$ cat config.mk
export PLATFORM = sky130hd
export DESIGN_NAME = aes_masked_seq_ctrl
export DESIGN_NICKNAME = d
export VERILOG_FILES = /design/src/rtl/aes_masked_seq_ctrl.sv
export SDC_FILE = /design/constraint.sdc
export NUM_CORES = 1
export LEC_CHECK = 0
export ABC_AREA = 1
export CORE_MARGIN = 3
export CORE_UTILIZATION = 49
export DETAILED_ROUTE_END_ITERATION = 10
export GPL_TIMING_DRIVEN = 0
export PLACE_DENSITY_LB_ADDON = 0.2
export SLEW_MARGIN = 40
export SYNTH_ARGS = -nofsm -noshare
export SYNTH_HDL_FRONTEND = slang
export SYNTH_SLANG_ARGS = --single-unit
$ cat constraint.sdc
create_clock -name clk_i -period 1.9 [get_ports clk_i]
set_input_delay 0.19 -clock clk_i [delete_from_list [all_inputs] [get_ports clk_i]]
set_output_delay 0.19 -clock clk_i [all_outputs]
set_load 0.01 [all_outputs]
$ cat src/rtl/aes_masked_seq_ctrl.sv
// Sequencing controller for the masked AES encryption datapath: round/cycle counting,
// phase strobes, timed key wipe. Optional dummy rounds via `define FIQ_DUMMY_ROUND_EN.
module aes_masked_seq_ctrl #(
  parameter int CPR      = 1,
  parameter int WIPE_CYC = 4,
  parameter int DUMMY_W  = 2
) (
  input  logic                                 clk_i,
  input  logic                                 arst_n_i,
  input  logic                                 start_i,
  input  logic [1:0]                           keylen_i,
  input  logic                                 key_destruct_i,
  input  logic [DUMMY_W-1:0]                   rand_i,
  output logic                                 ready_o,
  output logic                                 ctrl_st_load_o,
  output logic                                 ctrl_st_entry_o,
  output logic                                 ctrl_st_code_o,
  output logic                                 ctrl_round_first_o,
  output logic                                 ctrl_last_o,
  output logic                                 ctrl_st_dummy_o,
  output logic                                 ctrl_st_out_o,
  output logic                                 ctrl_st_unmask_o,
  output logic                                 ctrl_key_wipe_o,
  output logic [3:0]                           round_o,
  output logic [((CPR > 1) ? $clog2(CPR) : 1)-1:0] cyc_o,
  output logic                                 done_o,
  output logic                                 err_o,
  output logic [2:0]                           dbg_state_o
);

  localparam int CYC_W = (CPR > 1) ? $clog2(CPR) : 1;
  localparam logic [CYC_W-1:0] CYC_LAST  = CYC_W'(CPR - 1);
  localparam logic [7:0]       WIPE_LAST = 8'(WIPE_CYC - 1);

  typedef enum logic [2:0] {
    ST_IDLE, ST_LOAD, ST_DUMMY, ST_CODE, ST_OUT, ST_UNMASK, ST_WIPE
  } state_e;

  state_e           state_q, state_d;
  logic [3:0]       nr_q;
  logic [3:0]       round_q;
  logic [CYC_W-1:0] cyc_q;
  logic [7:0]       wipe_cnt_q;
  logic             err_q;
  logic             cyc_wrap;
  logic             counting_q, counting_d;
  logic             dummy_req, dummy_last;

  assign cyc_wrap   = (cyc_q == CYC_LAST);
  assign counting_q = (state_q == ST_DUMMY) || (state_q == ST_CODE);
  assign counting_d = (state_d == ST_DUMMY) || (state_d == ST_CODE);

`ifdef FIQ_DUMMY_ROUND_EN
  logic [DUMMY_W-1:0] dummy_q;

  assign dummy_req  = (rand_i != '0);
  assign dummy_last = (dummy_q == DUMMY_W'(1));

  always_ff @(posedge clk_i or negedge arst_n_i) begin
    if (!arst_n_i) begin
      dummy_q <= '0;
    end else if (state_d == ST_WIPE) begin
      dummy_q <= '0;
    end else if (state_q == ST_LOAD) begin
      dummy_q <= rand_i;
    end else if (state_q == ST_DUMMY && cyc_wrap) begin
      dummy_q <= dummy_q - 1'b1;
    end
  end
`else
  logic unused_rand;

  assign unused_rand = ^rand_i;
  assign dummy_req   = 1'b0;
  assign dummy_last  = 1'b1;
`endif

  // Destruct overrides every state, including a start arriving in the same cycle.
  always_comb begin
    state_d = state_q;
    if (key_destruct_i) begin
      state_d = ST_WIPE;
    end else begin
      case (state_q)
        ST_IDLE:   if (start_i && keylen_i != 2'd3) state_d = ST_LOAD;
        ST_LOAD:   state_d = dummy_req ? ST_DUMMY : ST_CODE;
        ST_DUMMY:  if (cyc_wrap && dummy_last) state_d = ST_CODE;
        ST_CODE:   if (cyc_wrap && round_q == nr_q) state_d = ST_OUT;
        ST_OUT:    state_d = ST_UNMASK;
        ST_UNMASK: state_d = ST_IDLE;
        ST_WIPE:   if (wipe_cnt_q == WIPE_LAST) state_d = ST_IDLE;
        default:   state_d = ST_IDLE;
      endcase
    end
  end

  always_ff @(posedge clk_i or negedge arst_n_i) begin
    if (!arst_n_i) begin
      state_q    <= ST_IDLE;
      nr_q       <= '0;
      round_q    <= '0;
      cyc_q      <= '0;
      wipe_cnt_q <= '0;
      err_q      <= 1'b0;
    end else begin
      state_q    <= state_d;
      err_q      <= (state_q == ST_IDLE) && start_i && (keylen_i == 2'd3) && !key_destruct_i;
      wipe_cnt_q <= (state_d == ST_WIPE && !key_destruct_i) ? wipe_cnt_q + 1'b1 : '0;
      if (state_d == ST_LOAD) nr_q <= 4'd10 + {1'b0, keylen_i, 1'b0};
      cyc_q <= (counting_q && counting_d && !cyc_wrap) ? cyc_q + 1'b1 : '0;
      // Round index is only meaningful in CODE; dummy rounds report round 0.
      if (state_d == ST_CODE) begin
        if (state_q != ST_CODE)  round_q <= 4'd1;
        else if (cyc_wrap)       round_q <= round_q + 1'b1;
      end else begin
        round_q <= '0;
      end
    end
  end

  assign ready_o            = (state_q == ST_IDLE);
  assign ctrl_st_load_o     = (state_q == ST_LOAD);
  assign ctrl_st_dummy_o    = (state_q == ST_DUMMY);
  assign ctrl_st_code_o     = (state_q == ST_CODE);
  assign ctrl_st_entry_o    = ctrl_st_code_o && (round_q == 4'd1) && (cyc_q == '0);
  assign ctrl_round_first_o = ctrl_st_code_o && (cyc_q == '0);
  assign ctrl_last_o        = ctrl_st_code_o && (round_q == nr_q);
  assign ctrl_st_out_o      = (state_q == ST_OUT);
  assign ctrl_st_unmask_o   = (state_q == ST_UNMASK);
  assign ctrl_key_wipe_o    = (state_q == ST_WIPE);
  assign done_o             = (state_q == ST_UNMASK);
  assign err_o              = err_q;
  assign round_o            = round_q;
  assign cyc_o              = cyc_q;
  assign dbg_state_o        = state_q;

endmodule

==> flow_summary.rst, run 1 <==
.. list-table::
   :header-rows: 1

   * - Metric
     - Value
   * - Result of the run
     - finished clean
   * - Register area share after synthesis
     - 0.402
   * - Number of global-route vias before repair
     - 1,093
   * - DR vias/cell
     - 4.87
   * - Count of warnings emitted by yosys
     - 0
   * - Number of antenna violations at the first check in global routing
     - 0
   * - Hold Crit Class
     - primary input to async pin
   * - Part of the power in the clock network
     - 0.119
   * - Power per cell area
     - 1000 nW/um^2
   * - GRT Util Overall
     - 0.183
   * - Horizontal die dimension
     - 56.4 um
   * - Proportion of power drawn by combinational gates
     - 0.538
   * - CP startpoint kind
     - register
   * - Routed wire length on met3
     - 79 um
   * - Uppermost routed layer
     - met4
   * - Total power consumption of the routed design
     - 0.00163 W
   * - Count of final hold-check violations
     - 0
   * - M1 wire length
     - 1050 um
   * - Crit path required time
     - 1710 ps
   * - Distinct cell type count of the synthesized netlist
     - 25
   * - Number of nets in the layout
     - 209
   * - # clock sinks
     - 20
   * - Internal portion of total power
     - 0.000928 W
   * - Area enclosed by the die boundary
     - 3180 sq um
   * - Cell type contributing the most total cell area after synthesis
     - sky130_fd_sc_hd__dfrtp_1
   * - Count of inserted antenna diode cells
     - 0
   * - CTS tree
     - yes
   * - Dominant cells by area after synthesis
     - sky130_fd_sc_hd__dfrtp_1, sky130_fd_sc_hd__nand2_1, sky130_fd_sc_hd__inv_1
   * - Final setup skew
     - 5.13 ps
   * - Wire length of the first global-routing pass
     - 4710 um
   * - Proportion of power drawn by flip-flops and latches
     - 0.343
   * - Initial drt markers
     - 12
   * - Standard-cell row count
     - 17
   * - Setup CP Type
     - register to output port
   * - Number of storage elements in the synthesis netlist
     - 20
   * - Setup repair after global routing missed its margin
     - true
   * - Area share of the largest cell type after synthesis
     - 0.402
   * - Number of endpoints failing setup at the final stage
     - 0
   * - DP Wirelength
     - 1960 um
   * - Largest vdd supply drop
     - 0.643 mV
   * - Clock latency reported for the late side of the worst-skew pair
     - 290 ps
   * - Number of violations of the max-capacitance limit
     - 0
   * - Total number of H-tree levels
     - 1
   * - Number of ports placed on the die boundary
     - 28
   * - Cells after synthesis
     - 160
   * - Worst endpoint data arrival time
     - 1620 ps
   * - Avg Inst Size Synth
     - 7.78 sq um
   * - Clock transition time at the flip-flop clock pins of the worst setup and hold paths
     - 110 ps
   * - Number of I/O port buffers
     - 25
   * - Switching part of the total power
     - 0.432
   * - Net switching component of the power
     - 0.000705 W
   * - Routability Congestion
     - 0.860
   * - Number of cell instances on the worst register-to-register path
     - 10
   * - Die Y
     - 56.4 um
   * - Final critical delay including setup and external delays
     - 1810 ps
   * - Initial standard-cell utilization of the core
     - 0.537
   * - Post-synth design cell area
     - 1240 sq um
   * - Aggregate routed wire length
     - 2520 um
   * - Core region area
     - 2320 sq um
   * - TritonCTS Buffers
     - 3
   * - Drt wl/cell
     - 11.3 um
   * - Root cell of the clock tree
     - sky130_fd_sc_hd__clkbuf_4
   * - Gr ovfl total
     - 0
   * - Number of nets produced by synthesis
     - 172
   * - Maximum clock path buffer count
     - 2
   * - Crit end category
     - output port
   * - Period utilisation layout
     - 0.952
   * - Count of final max-slew check failures
     - 0
   * - Area delta synth->final
     - 30.8%
   * - Number of antenna-violating nets in the routed design
     - 0
   * - Static leakage
     - 0.878 nW
   * - Total instance count after detailed placement
     - 213
   * - Via count of the routed design
     - 1,087
   * - Number of optimization iterations in the first detailed-route pass
     - 4
   * - Total length of routed met2 wires
     - 1360 um
   * - Critical path peak fanout
     - 6
   * - Maximum achievable frequency
     - 553 MHz
   * - Number of remaining DRC errors
     - 0
   * - Maximum number of pins on one net before global-route repair
     - 21
   * - Final non-filler cell total
     - 223
   * - Fraction of layout instances using a drive strength above 1
     - 0.256
## kinds of logic after synthesis
family          Yosys count  share of synthesized area
xor+xnor                  3                     0.0211
buf+inv                  31                     0.0965
other cells               1                    0.00301
fa+ha+maj                 4                     0.0402
compound gates           10                     0.0442
simple gates             91                      0.393
flops                    20                      0.402
## state kept, by name, indices dropped and copies added (netlist names)
name / cells
wipe_cnt_q: 8
round_o: 4
dbg_state_o: 3
nr_q: 3
cyc_o: 1
err_o: 1
## cells in the mapped netlist
master	n
sky130_fd_sc_hd__a21oi_1	6
sky130_fd_sc_hd__a21oi_2	1
sky130_fd_sc_hd__a31oi_1	1
sky130_fd_sc_hd__and3_1	1
sky130_fd_sc_hd__buf_4	1
sky130_fd_sc_hd__conb_1	1
sky130_fd_sc_hd__dfrtp_1	20
sky130_fd_sc_hd__ha_1	4
sky130_fd_sc_hd__inv_1	21
sky130_fd_sc_hd__inv_2	9
sky130_fd_sc_hd__nand2_1	37
sky130_fd_sc_hd__nand2_2	6
sky130_fd_sc_hd__nand2_4	2
sky130_fd_sc_hd__nand3_1	8
sky130_fd_sc_hd__nand4_1	3
sky130_fd_sc_hd__nor2_1	14
sky130_fd_sc_hd__nor2_2	6
sky130_fd_sc_hd__nor2_4	2
sky130_fd_sc_hd__nor2_8	2
sky130_fd_sc_hd__nor3_1	4
sky130_fd_sc_hd__nor3_2	4
sky130_fd_sc_hd__nor4_1	1
sky130_fd_sc_hd__o21ai_0	2
sky130_fd_sc_hd__or2_1	1
sky130_fd_sc_hd__xor2_1	3
## critical path: stages, from the launching register on
cell                              delay (ps)
sky130_fd_sc_hd__dfrtp_2                 480
sky130_fd_sc_hd__nor2_2                  160
sky130_fd_sc_hd__nand2_1                  80
sky130_fd_sc_hd__inv_1                    70
sky130_fd_sc_hd__clkdlybuf4s50_1         530
## stage by stage
step / setup TNS, ps / cell area, sq um / hold WS, ps / setup slack (ps) / utilization
after floorplan: 0 / 1240 / -106 / 464 / -
after global placement: 0 / 1530 / 452 / 91.4 / 0.660
after detailed placement: 0 / 1530 / 162 / 74.1 / 0.658
after CTS: 0 / 1600 / 367 / 8.57 / 0.690
after global routing: -39.6 / 1630 / 385 / -24.9 / 0.702
final: 0 / 1630 / 356 / 91.5 / 0.702
## routing by layer
metal / global-route usage / vias up
met5: 0 / -
met4: 0.0712 / 0
met3: 0.0138 / 2
met1: 0.233 / 509
li1: - / 563
met2: 0.321 / 13
## power groups by stage
stage | registers, W | logic (W) | clock network, W
4_1_cts | 0.000550 | 0.000880 | 0.000203
2_1_floorplan | 0.000571 | 0.000542 | 0
3_3_place_gp | 0.000563 | 0.000795 | 0
6_report | 0.000560 | 0.000879 | 0.000194
3_5_place_dp | 0.000565 | 0.000818 | 0
5_1_grt | 0.000571 | 0.000984 | 0.000220
## worst paths after layout
kind,startpoint,end,slack [ps]
setup / recovery,dbg_state_o[1],ready_o,90
hold / removal,arst_n_i,wipe_cnt_q[2],360
setup reg to reg,wipe_cnt_q[0],nr_q[1],240
hold reg to reg,wipe_cnt_q[0],wipe_cnt_q[0],470
max in group asynchronous,arst_n_i,dbg_state_o[1],1210
min in group clk_i,wipe_cnt_q[0],wipe_cnt_q[0],470
## cell usage in the layout, fill, tap and decap left out, types with 8 or more instances in the layout
master / n
sky130_fd_sc_hd__nand2_1: 37
sky130_fd_sc_hd__inv_1: 21
sky130_fd_sc_hd__dfrtp_1: 17
sky130_fd_sc_hd__clkdlybuf4s50_1: 17
sky130_fd_sc_hd__nor2_1: 12
sky130_fd_sc_hd__nor2_2: 8
sky130_fd_sc_hd__inv_2: 8
sky130_fd_sc_hd__nand3_1: 8
sky130_fd_sc_hd__buf_4: 8
## final cells by class
class	instances	area (sq um)
buffer	1	7.51
clock buffer	3	22.5
fill	201	691
inverter	30	115
multi-input combinational	109	641
sequential	20	504
tap	28	35.0
timing repair buffer	32	303
## timing repair
| item | CTS | global route |
|---|---|---|
| resized for setup | 6 | 10 |
| setup endpoints to repair | 4 | 7 |
| hold buffers | 1 | 0 |
| hold endpoints to repair | 20 | 0 |
| buffers inserted | 5 | 1 |
No activity file was read; power rests on OpenSTA's default activity.
==> run 2: changes to the inputs <==
--- a/config.mk
+++ b/config.mk
@@ -8,6 +8,7 @@
 export ABC_AREA = 1
 export CORE_MARGIN = 3
 export CORE_UTILIZATION = 49
+export CTS_CLUSTER_SIZE = 40
 export DETAILED_ROUTE_END_ITERATION = 10
 export GPL_TIMING_DRIVEN = 0
 export PLACE_DENSITY_LB_ADDON = 0.2
==> results of run 2 <==
No change in the layout: final DEF, timing and power equal those of run 1.
==> run 3: changes to the inputs <==
--- a/config.mk
+++ b/config.mk
@@ -12,6 +12,7 @@
 export DETAILED_ROUTE_END_ITERATION = 10
 export GPL_TIMING_DRIVEN = 0
 export PLACE_DENSITY_LB_ADDON = 0.2
+export RECOVER_POWER = 100
 export SLEW_MARGIN = 40
 export SYNTH_ARGS = -nofsm -noshare
 export SYNTH_HDL_FRONTEND = slang
==> flow_summary.rst, run 3 (synthesis results as in run 1) <==
.. list-table::
   :header-rows: 1

   * - Metric
     - Value
   * - Standard-cell row count
     - 17
   * - Setup CP Type
     - register to output port
   * - DR vias/cell
     - 4.89
   * - Clock latency reported for the late side of the worst-skew pair
     - 290 ps
   * - Number of optimization iterations in the first detailed-route pass
     - 4
   * - Number of violations of the max-capacitance limit
     - 0
   * - Critical path peak fanout
     - 6
   * - Largest vdd supply drop
     - 0.643 mV
   * - Horizontal die dimension
     - 56.4 um
   * - Root cell of the clock tree
     - sky130_fd_sc_hd__clkbuf_4
   * - Number of remaining DRC errors
     - 0
   * - Count of final max-slew check failures
     - 0
   * - Most common cell after layout, fill and taps aside
     - sky130_fd_sc_hd__nand2_1
   * - Largest Register
     - wipe_cnt_q
   * - Final setup skew
     - 4.33 ps
   * - Crit end category
     - output port
   * - Total number of H-tree levels
     - 1
   * - Worst slew margin
     - 0.298
   * - Cell area after placement
     - 1530 sq um
   * - # clock sinks
     - 20
   * - Number of flip-flops in the largest register
     - 8
   * - DP Wirelength
     - 1960 um
   * - Wire length of the first global-routing pass
     - 4710 um
   * - Count of inserted antenna diode cells
     - 0
   * - Power per cell area
     - 1000 nW/um^2
   * - Design area
     - 1630 sq um
   * - Fraction of layout instances using a drive strength above 1
     - 0.251
   * - Number of global-route vias before repair
     - 1,093
   * - Number of I/O port buffers
     - 25
   * - Initial drt markers
     - 12
   * - Gr ovfl total
     - 0
   * - Die Y
     - 56.4 um
   * - Number of ports placed on the die boundary
     - 28
   * - TritonCTS Buffers
     - 3
   * - Aggregate routed wire length
     - 2510 um
   * - Final core utilization
     - 0.702
   * - Number of nets in the layout
     - 209
   * - Maximum achievable frequency
     - 553 MHz
   * - Clock transition time at the flip-flop clock pins of the worst setup and hold paths
     - 110 ps
   * - Area enclosed by the die boundary
     - 3180 sq um
   * - Crit path required time
     - 1710 ps
   * - GRT Util Overall
     - 0.183
   * - Tightest Pin Transition
     - 1050 ps
   * - Fill cell instance count of the final layout
     - 202
   * - CTS tree
     - yes
   * - Number of cell instances on the worst register-to-register path
     - 10
   * - Hold Crit Class
     - register to register
   * - Drt wl/cell
     - 11.3 um
   * - Worst endpoint data arrival time
     - 1620 ps
   * - Initial standard-cell utilization of the core
     - 0.537
   * - Static leakage
     - 0.875 nW
   * - Setup repair after global routing missed its margin
     - true
   * - Final critical delay including setup and external delays
     - 1810 ps
   * - Highest-count cells in the layout ignoring fill and taps
     - sky130_fd_sc_hd__nand2_1, sky130_fd_sc_hd__inv_1, sky130_fd_sc_hd__dfrtp_1, sky130_fd_sc_hd__clkdlybuf4s50_1, sky130_fd_sc_hd__nor2_1
   * - Number of endpoints failing setup at the final stage
     - 0
   * - Cells on Worst Hold Path
     - 1
   * - Maximum clock path buffer count
     - 2
   * - Count of final hold-check violations
     - 0
   * - CP startpoint kind
     - register
   * - Number of antenna-violating nets in the routed design
     - 0
   * - Routability Congestion
     - 0.860
   * - Area delta synth->final
     - 30.7%
   * - Worst Setup Slack post-DPL
     - 74.1 ps
   * - Final Worst Setup Slack
     - 90.9 ps
   * - Number of antenna violations at the first check in global routing
     - 0
   * - Core region area
     - 2320 sq um
   * - Result of the run
     - finished clean
   * - Period utilisation layout
     - 0.952
   * - Maximum number of pins on one net before global-route repair
     - 21
   * - Via count of the routed design
     - 1,090
-- run 3: repair_timing --
action | CTS | global route
setup endpoints to repair | 4 | 7
resized for setup | 6 | 10
cloned | 0 | 0
hold endpoints to repair | 20 | 0
setup buffers | 5 | 1
hold buffers | 1 | 0
-- run 3: metrics by stage --
stage | hold WS (ps) | power (W) | setup TNS (ps) | std cells
CTS | 367 | 0.00163 | 0 | 222
detailed placement | 162 | 0.00138 | 0 | 213
floorplan | -106 | 0.00111 | 0 | 160
global route | 501 | 0.00177 | -39.6 | 223
global placement | 452 | 0.00136 | 0 | 213
finish | 475 | 0.00163 | 0 | 223
-- run 3: metal layers --
metal	GRT usage	wire, um	up-vias
met5	0	0	-
met4	0.0712	23	0
met3	0.0138	79	2
met2	0.321	1360	13
met1	0.233	1050	511
li1	-	-	564
-- run 3: area by class of cell --
type	count	area, sq um	area share
Clock buffer	3	22.5	0.0138
Multi-Input combinational cell	109	641	0.394
Inverter	30	115	0.0708
Buffer	1	7.51	0.00462
Tap cell	28	35.0	0.0215
Timing Repair Buffer	32	302	0.185
Sequential cell	20	504	0.310
-- run 3: worst max-delay path: stages (launching register included) --
cell and delay [ps]:
sky130_fd_sc_hd__dfrtp_2 480, sky130_fd_sc_hd__nor2_2 160, sky130_fd_sc_hd__nand2_1 80, sky130_fd_sc_hd__inv_1 70
sky130_fd_sc_hd__clkdlybuf4s50_1 530
-- run 3: path summary, 6_finish.rpt --
path	slack (ps)	from	endpoint
setup / recovery	90	dbg_state_o[1]	ready_o
hold / removal	470	wipe_cnt_q[0]	wipe_cnt_q[0]
setup reg to reg	240	wipe_cnt_q[0]	nr_q[1]
hold reg to reg	470	wipe_cnt_q[0]	wipe_cnt_q[0]
max in group asynchronous	600	arst_n_i	dbg_state_o[1]
min in group asynchronous	590	arst_n_i	wipe_cnt_q[2]
-- run 3: power by group --
part | switching [W] | internal (W)
clock | 0.000120 | 0.0000738
sequential | 0.0000680 | 0.000492
combinational | 0.000516 | 0.000362
